## src/rtl/collatz_range.sv

```systemverilog
// Sweeps consecutive Collatz start values through an external iterator and
// records the step count of each in a result memory.
module collatz_range #(
  parameter int DEPTH = 256,
  parameter int CNT_W = 16
) (
  input  logic                     clk,
  input  logic                     reset,
  input  logic                     go,
  input  logic [31:0]              start,
  input  logic [$clog2(DEPTH):0]   count,
  output logic                     busy,
  output logic                     done,
  output logic                     overflow,
  output logic [CNT_W-1:0]         max_steps,
  output logic [31:0]              max_start,
  input  logic [$clog2(DEPTH)-1:0] raddr,
  output logic [CNT_W-1:0]         rdata,
  output logic                     col_go,
  output logic [31:0]              col_n,
  input  logic [31:0]              col_dout,
  input  logic                     col_done
);

  localparam int AW = $clog2(DEPTH);

  localparam logic [1:0] S_IDLE = 2'd0;
  localparam logic [1:0] S_LOAD = 2'd1;
  localparam logic [1:0] S_RUN  = 2'd2;
  localparam logic [1:0] S_DONE = 2'd3;

  localparam logic [AW:0]      DEPTH_C  = (AW+1)'(DEPTH);
  localparam logic [AW:0]      CNT_ONE  = (AW+1)'(1);
  localparam logic [AW-1:0]    IDX_ONE  = AW'(1);
  localparam logic [CNT_W-1:0] STEP_ONE = CNT_W'(1);
  localparam logic [CNT_W-1:0] SAT      = {CNT_W{1'b1}};

  logic [1:0]       r_state;
  logic [31:0]      r_start;
  logic [AW:0]      r_count;
  logic [AW-1:0]    r_idx;
  logic [CNT_W-1:0] r_steps;
  logic             r_overflow;
  logic [CNT_W-1:0] r_maxSteps;
  logic [31:0]      r_maxStart;
  logic [CNT_W-1:0] r_rdata;
  logic [CNT_W-1:0] r_mem [DEPTH];

  logic [AW:0]      w_clamped;
  logic [31:0]      w_curN;
  logic             w_finished;
  logic             w_sat;
  logic             w_write;
  logic [CNT_W-1:0] w_wval;
  logic             w_last;

  assign w_clamped = (count > DEPTH_C) ? DEPTH_C : count;
  assign w_curN    = r_start + {{(32-AW){1'b0}}, r_idx};
  // A value of 1 on the iterator output also ends the trajectory, so a
  // late done flag from the iterator cannot inflate the count.
  assign w_finished = col_done | (col_dout == 32'd1);
  assign w_sat      = (r_steps == SAT);
  assign w_write    = (r_state == S_RUN) && (w_finished || w_sat);
  assign w_wval     = w_finished ? r_steps : SAT;
  assign w_last     = ({1'b0, r_idx} == (r_count - CNT_ONE));

  assign busy      = (r_state == S_LOAD) || (r_state == S_RUN);
  assign done      = (r_state == S_DONE);
  assign overflow  = r_overflow;
  assign max_steps = r_maxSteps;
  assign max_start = r_maxStart;
  assign rdata     = r_rdata;
  assign col_go    = (r_state == S_LOAD);
  assign col_n     = w_curN;

  always_ff @(posedge clk) begin
    if (reset) begin
      r_state    <= S_IDLE;
      r_start    <= 32'd0;
      r_count    <= '0;
      r_idx      <= '0;
      r_steps    <= '0;
      r_overflow <= 1'b0;
      r_maxSteps <= '0;
      r_maxStart <= 32'd0;
    end else begin
      case (r_state)
        S_IDLE, S_DONE: begin
          if (go) begin
            r_start    <= start;
            r_count    <= w_clamped;
            r_idx      <= '0;
            r_steps    <= '0;
            r_overflow <= 1'b0;
            r_maxSteps <= '0;
            r_maxStart <= 32'd0;
            r_state    <= (w_clamped == '0) ? S_DONE : S_LOAD;
          end
        end
        S_LOAD: begin
          r_steps <= '0;
          r_state <= S_RUN;
        end
        S_RUN: begin
          if (w_write) begin
            if (!w_finished) begin
              r_overflow <= 1'b1;
            end
            // Strictly greater keeps the earliest start on ties.
            if (w_wval > r_maxSteps) begin
              r_maxSteps <= w_wval;
              r_maxStart <= w_curN;
            end
            if (w_last) begin
              r_state <= S_DONE;
            end else begin
              r_idx   <= r_idx + IDX_ONE;
              r_state <= S_LOAD;
            end
          end else begin
            r_steps <= r_steps + STEP_ONE;
          end
        end
        default: r_state <= S_IDLE;
      endcase
    end
  end

  // Result memory is never reset; the read port returns pre-write data.
  always_ff @(posedge clk) begin
    if (w_write) begin
      r_mem[r_idx] <= w_wval;
    end
    r_rdata <= r_mem[raddr];
  end

endmodule

```

## config.mk

```make
export PLATFORM = sky130hd
export DESIGN_NAME = collatz_range
export DESIGN_NICKNAME = d
export VERILOG_FILES = /design/src/rtl/collatz_range.sv
export SDC_FILE = /design/constraint.sdc
export NUM_CORES = 2
export LEC_CHECK = 0
export ABC_AREA = 0
export CAP_MARGIN = 20
export CELL_PAD_IN_SITES_DETAIL_PLACEMENT = 1
export CELL_PAD_IN_SITES_GLOBAL_PLACEMENT = 1
export CORE_AREA = 2 2 603 605
export CTS_CLUSTER_SIZE = 30
export DETAILED_ROUTE_END_ITERATION = 8
export DIE_AREA = 0 0 605 607
export GPL_TIMING_DRIVEN = 0
export PLACE_DENSITY_LB_ADDON = 0.05
export SLEW_MARGIN = 5
export SYNTH_ARGS = -nofsm -noshare
export SYNTH_HDL_FRONTEND = slang
export SYNTH_SLANG_ARGS = --single-unit
```

## constraint.sdc

```tcl
create_clock -name clk -period 6.15 [get_ports clk]
set_input_delay 0.9225 -clock clk [delete_from_list [all_inputs] [get_ports clk]]
set_output_delay 0.9225 -clock clk [all_outputs]
set_load 0.01 [all_outputs]
```

* After elaboration in Yosys (flattened, before gate mapping) *
Memory sizes are Yosys's and may differ from the RTL's. A register that Yosys moved wholly into a read port is not among the register bits.
Cells that the tools add are included.

operators by class
  bitwise gates (word level) = 1
  reductions and logical operators = 13
  equal/unequal tests = 12
  $lt $le $gt $ge = 2
  add/subtract/negate cells = 4
  multiplexer cells = 27

operator list
  cell                                                                number
  32-bit 2-to-1 mux                                                   3
  16-bit 2-to-1 mux                                                   5
  32-bit case mux with 2 select lines                                 1
  16-bit case mux with 3 select lines                                 1
  32-bit by 8-bit adder with 32-bit output                            1
  32-bit by 1-bit == test with 1-bit output, second input constant    1
  16-bit case mux with 2 select lines                                 1
  8-bit 2-to-1 mux                                                    3
  16-bit by 1-bit adder with 16-bit output, second input constant     1
  16-bit == test, second input constant                               1
  16-bit > comparator                                                 1
  8-bit case mux with 2 select lines                                  1
  4-bit AND reduction                                                 3
  2-bit inequality test, second input constant                        5
  8-bit by 9-bit == test with 1-bit output                            1
  9-bit > comparator, second input constant                           1
  9-bit logical NOT                                                   1
  9-bit 2-to-1 mux                                                    1
  9-bit by 1-bit subtractor with 9-bit output, second input constant  1
  8-bit by 1-bit adder with 8-bit output, second input constant       1
  2-bit 2-to-1 mux                                                    4
  2-bit case mux with 3 select lines                                  1
  2-bit AND reduction                                                 3
  1-bit 2-to-1 mux                                                    5
  other kinds (10)                                                    12

word-level totals
  bits in writable memories = 4096
  memories kept = 1
  bits of input ports = 85
  register bits = 116
  logic and storage cells = 68

memory list
  name   words  bits a word  rd ports  clocked after memory_dff  wr ports  RTL line  source
  r_mem  256    16           1         1                         1         47        logic [CNT_W-1:0] r_mem [DEPTH];

* Longest topological paths before layout *
  depth after elaboration = 7
  gate-level depth with buffers = 16
  mapped depth without buffers = 12

* Least setup slack after synthesis *
Ideal clock, no wire load.

  kind = input port to flip-flop
  start = input port col_dout[0]
  end = register r_maxSteps[0] (netlist: max_steps[0])
  stages = 16
  path buffers = 4
  slack = 0.270 ns
  data arrival time = 5.804 ns
  library setup time = 0.076 ns
  cell sequence = nor4b_1 -> and4_1 -> a21oi_1 -> clkbuf_1 -> clkbuf_1 -> or2_2 -> ha_1 -> and4_1 -> nand3_1 -> o21ai_0 -> nor3_1 -> nor2_1 -> a31oi_1 -> clkbuf_1 -> clkbuf_1 -> a22o_1

on the way
  cells in the longest elaborated chain, start to end = 6
  elaborated cells between the ends (all ways) = 12
  those cells by class = order compare (1); eq/ne (3); mux (4); bitwise (1); reduce/logical (3)

ends and longest elaborated chain
  item                                                        RTL line  source
  start: declaration                                          21        input logic [31:0] col_dout,
  32-bit by 1-bit == test with 1-bit output                   61        assign w_finished = col_done | (col_dout == 32'd1);
  1-bit bitwise OR                                            61
  16-bit 2-to-1 mux                                           64        assign w_wval = w_finished ? r_steps : SAT;
  net w_wval[8]                                               54        logic [CNT_W-1:0] w_wval;
  16-bit > comparator                                         110       if (w_wval > r_maxSteps) begin
  2-bit by 1-bit inequality test with 1-bit output (no line)  --
  4-bit AND reduction (no line)                               --
  end signal: assignment                                      111       r_maxSteps <= w_wval;
  end: declaration                                            44        logic [CNT_W-1:0] r_maxSteps;

The timed path passes the listed nets, and every way through them passes these cells. The select of a mux whose other input is x is not followed.
A chain may end at the register's enable or synchronous reset.

==> results.ini <==
[floorplanning]
die_x_um=605
dieArea_um2=367200
pin_count=185
initial_core_util=0.4488
core_area_um2=360900
rows=221
fp.dieH_um=607

[logic_synthesis]
synth_top_area_cell=edfxtp_1
synth.avg_cell_area_um2=20.56
synth_nets=7999
synth_edf_count=4096
synth_top_cell_area_share=0.7594
ys_seq_area_frac=0.7757
ys_ff_latch=4228
synth_area_leaders=edfxtp_1 (76%), mux4_2 (11%), mux2i_1 (3.1%)
synth_area_um2=162000
synth_warnings=0
ys.flop_type=edfxtp_1
async_reset_ff_frac=0
ys_types=69
netlist_instances=7879

[power_and_ir_drop]
powerDensity_nw_per_um2=329.2
p_clk_frac=0.430
irDropWorstVdd_mv=0.2625
leakage_nw=61.13
sw_frac_of_total=0.2299
cell_internal_pwr_w=0.04862
power.net_switching_w=0.01451
sequentialPowerShare=0.504
p_comb_frac=0.067

[critical_path]
worst_setup_path_start_kind=input pin
r2r_slack_ns=0.91
endpoint_kind=register
arrival_ns=7.15
path_class=in2reg
critPathLaunch=raddr[2]
cp.required_ns=6.96
r2r-start=r_steps[0]$_SDFFE_PP0P_
critPathMaxFanout=10

[clocking]
cts_setup_buffers=0
cts_sinks=4228
cts_tree=done
cts_hold_buf=0
htreeDepth=5
clock-root-buffer=clkbuf_16
path_clk_slew_ns=0.06
clk_latency_ns=1.00
cts_buffer_depth=4
cts_buffers=450

[global_routing]
grt_pass1_vias=89580
grt_pass1_wl_um=776800
grt_max_degree=137
grt-ovfl-total=0
track_usage=0.3134
grt_antenna_before_repair=30

[timing]
hold_viol_final=0
setup_viol=9
fmax_mhz=157.7
finalClockSkew_ns=0.04517
rsz0062_at_grt=no
timing.final.crit_share=1.031
post-route-worst-setup-slack_ns=-0.1903
drv_slew=0
worstMarginPinSlew_ns=1.377
max_slew_margin=0.08215
min_period_ns=6.340

[cells_and_area]
nets=8989
area_delta_synth_final_pct=18.41
drive_gt1_frac=0.2513
final_core_util=0.5315
fin_area_um2=191800

[placement]
place.gp.congestion=1.073
hpwl_um=405600
dpl_worst_slack_ns=-1.941
io_buffers=180
place_area_um2=177100

[routing]
drc=0
drt_iter0_drc=12090
routedWlPerCell_um=41.01
final_antenna_net_count=0
vias=88550
routed_via_density=6.303
firstDrtPassIters=8
routed_wl_um=576200

[status]
outcome=finished, violations left
violations=setup timing

[worst_hold_path]
hp-class=reg2reg
min_from=r_start[28]$_SDFFE_PP0P_

[flow_run]
maxCapViolations=0

==> cell type report <==
class                      count  area (um^2)
inverter                      29        116.4
sequential                  4228       125600
timing repair buffer         540         8283
clock buffer                 539        11830
tap                         4794         5998
buffer                       470         2120
antenna                       16        40.04
fill                       31550       169100
clock inverter               283         2683
multi-input combinational   3150        35080
==> stage by stage <==
stage / power (W) / hold slack [ns] / setup TNS (ns) / instances
5_1_grt: 0.06459 / 0.4601 / 0 / 14040
6_report: 0.06313 / 0.4646 / -1.060 / 14050
3_5_place_dp: 0.03657 / 0.4618 / -39.21 / 13210
2_1_floorplan: 0.03446 / 0.4363 / 0 / 7879
3_3_place_gp: 0.03648 / 0.4509 / -9173.84 / 12850
4_1_cts: 0.06338 / 0.3944 / 0 / 14030
==> power by group through the flow <==
stage / sequential (W) / combinational, W / clock, W
4_1_cts: 0.0318 / 0.00417 / 0.0274
5_1_grt: 0.0318 / 0.00436 / 0.0284
2_1_floorplan: 0.0325 / 0.00199 / 0
6_report: 0.0318 / 0.00421 / 0.0271
3_5_place_dp: 0.0324 / 0.00416 / 0
3_3_place_gp: 0.0326 / 0.00391 / 0
==> cells in the mapped netlist, types with 6 or more instances <==
master / number
edfxtp_1: 4096
a211oi_1: 6
nand2_1: 138
a221oi_1: 48
nor2_1: 308
or3_1: 9
xnor2_1: 27
nand3_1: 27
buf_4: 26
inv_1: 29
o21ai_0: 29
clkbuf_1: 233
buf_2: 164
dfxtp_1: 132
nand3b_1: 13
buf_1: 48
or2_2: 19
a311oi_1: 14
a22o_1: 155
nor2b_1: 31
mux4_2: 783
xor2_1: 23
nor3_1: 132
o22ai_1: 278
a22oi_1: 186
and3_1: 8
ha_1: 34
and4_1: 7
nor4_1: 81
mux2i_1: 498
a21oi_1: 181
nor3b_1: 9
nand4_1: 33
==> state kept, by name, summed over array words and instances (netlist names) <==
name,cells
rdata,16
r_idx,8
r_count,9
r_state,2
r_start,32
overflow,1
max_steps,16
max_start,32
r_steps,16
r_mem,4096
==> cells by family after synthesis <==
kind of cell             count (synthesis)  synth area share
AND/OR/NAND/NOR                        845           0.02528
multiplexers                          1286            0.1400
flip-flops                            4228            0.7757
XOR/XNOR                                50          0.002704
adder cells (fa/ha/maj)                 35          0.002750
AO/OA/AOI/OAI                          934           0.04000
buffers and inverters                  501           0.01353
==> per-layer routing <==
| metal | up-vias | track usage | share of wire |
|---|---|---|---|
| li1 | 35040 | - | - |
| met1 | 48260 | 0.4149 | 0.39 |
| met2 | 4307 | 0.4928 | 0.47 |
| met3 | 940 | 0.07108 | 0.087 |
| met4 | 8 | 0.1522 | 0.057 |
| met5 | - | 0 | 0.000082 |
==> critical path, stage by stage <==
cell and delay [ns]:
clkdlybuf4s50_1 0.86, clkbuf_2 0.53, nor2_2 0.62, nand2_1 0.54
clkbuf_1 0.43, clkbuf_2 0.44, o22ai_1 0.54, nor4_1 0.26
a21oi_1 0.33, nand4_1 0.66, nor3_1 0.94
==> layout by cell type, fill, tap and decap left out, drive strengths merged, types with 15 or more instances in the layout <==
cell type and n:
mux2i 498, clkbuf 770, buf 597, nand3 28, a21oi 181, dfxtp 132, xnor2 27, edfxtp 4096
clkdlybuf4s50 180, a22o 155, a22oi 186, nand2 142, bufinv 46, clkinv 207, mux4 783, xor2 23
a311oi 15, or2 19, o22ai 279, nand4 33, nor2b 31, o21ai 30, nor3 132, clkinvlp 20
ha 34, a221oi 48, nor4 81, diode 16, nor2 308, inv 39
==> path summary, 6_finish.rpt <==
path	to	depth (start not counted)
hold reg to reg	r_start[28]$_SDFFE_PP0P_	2
hold / removal	r_start[28]$_SDFFE_PP0P_	2
setup / recovery	rdata[7]$_DFF_P_	11
setup reg to reg	r_mem[78][15]$_DFFE_PP_	11
==> timing repair <==
item / in CTS / in global routing
gates cloned: 0 / 0
setup endpoints to repair: 15 / 15
resized for setup: 15 / 7
Power figures use the tool's default switching activity.
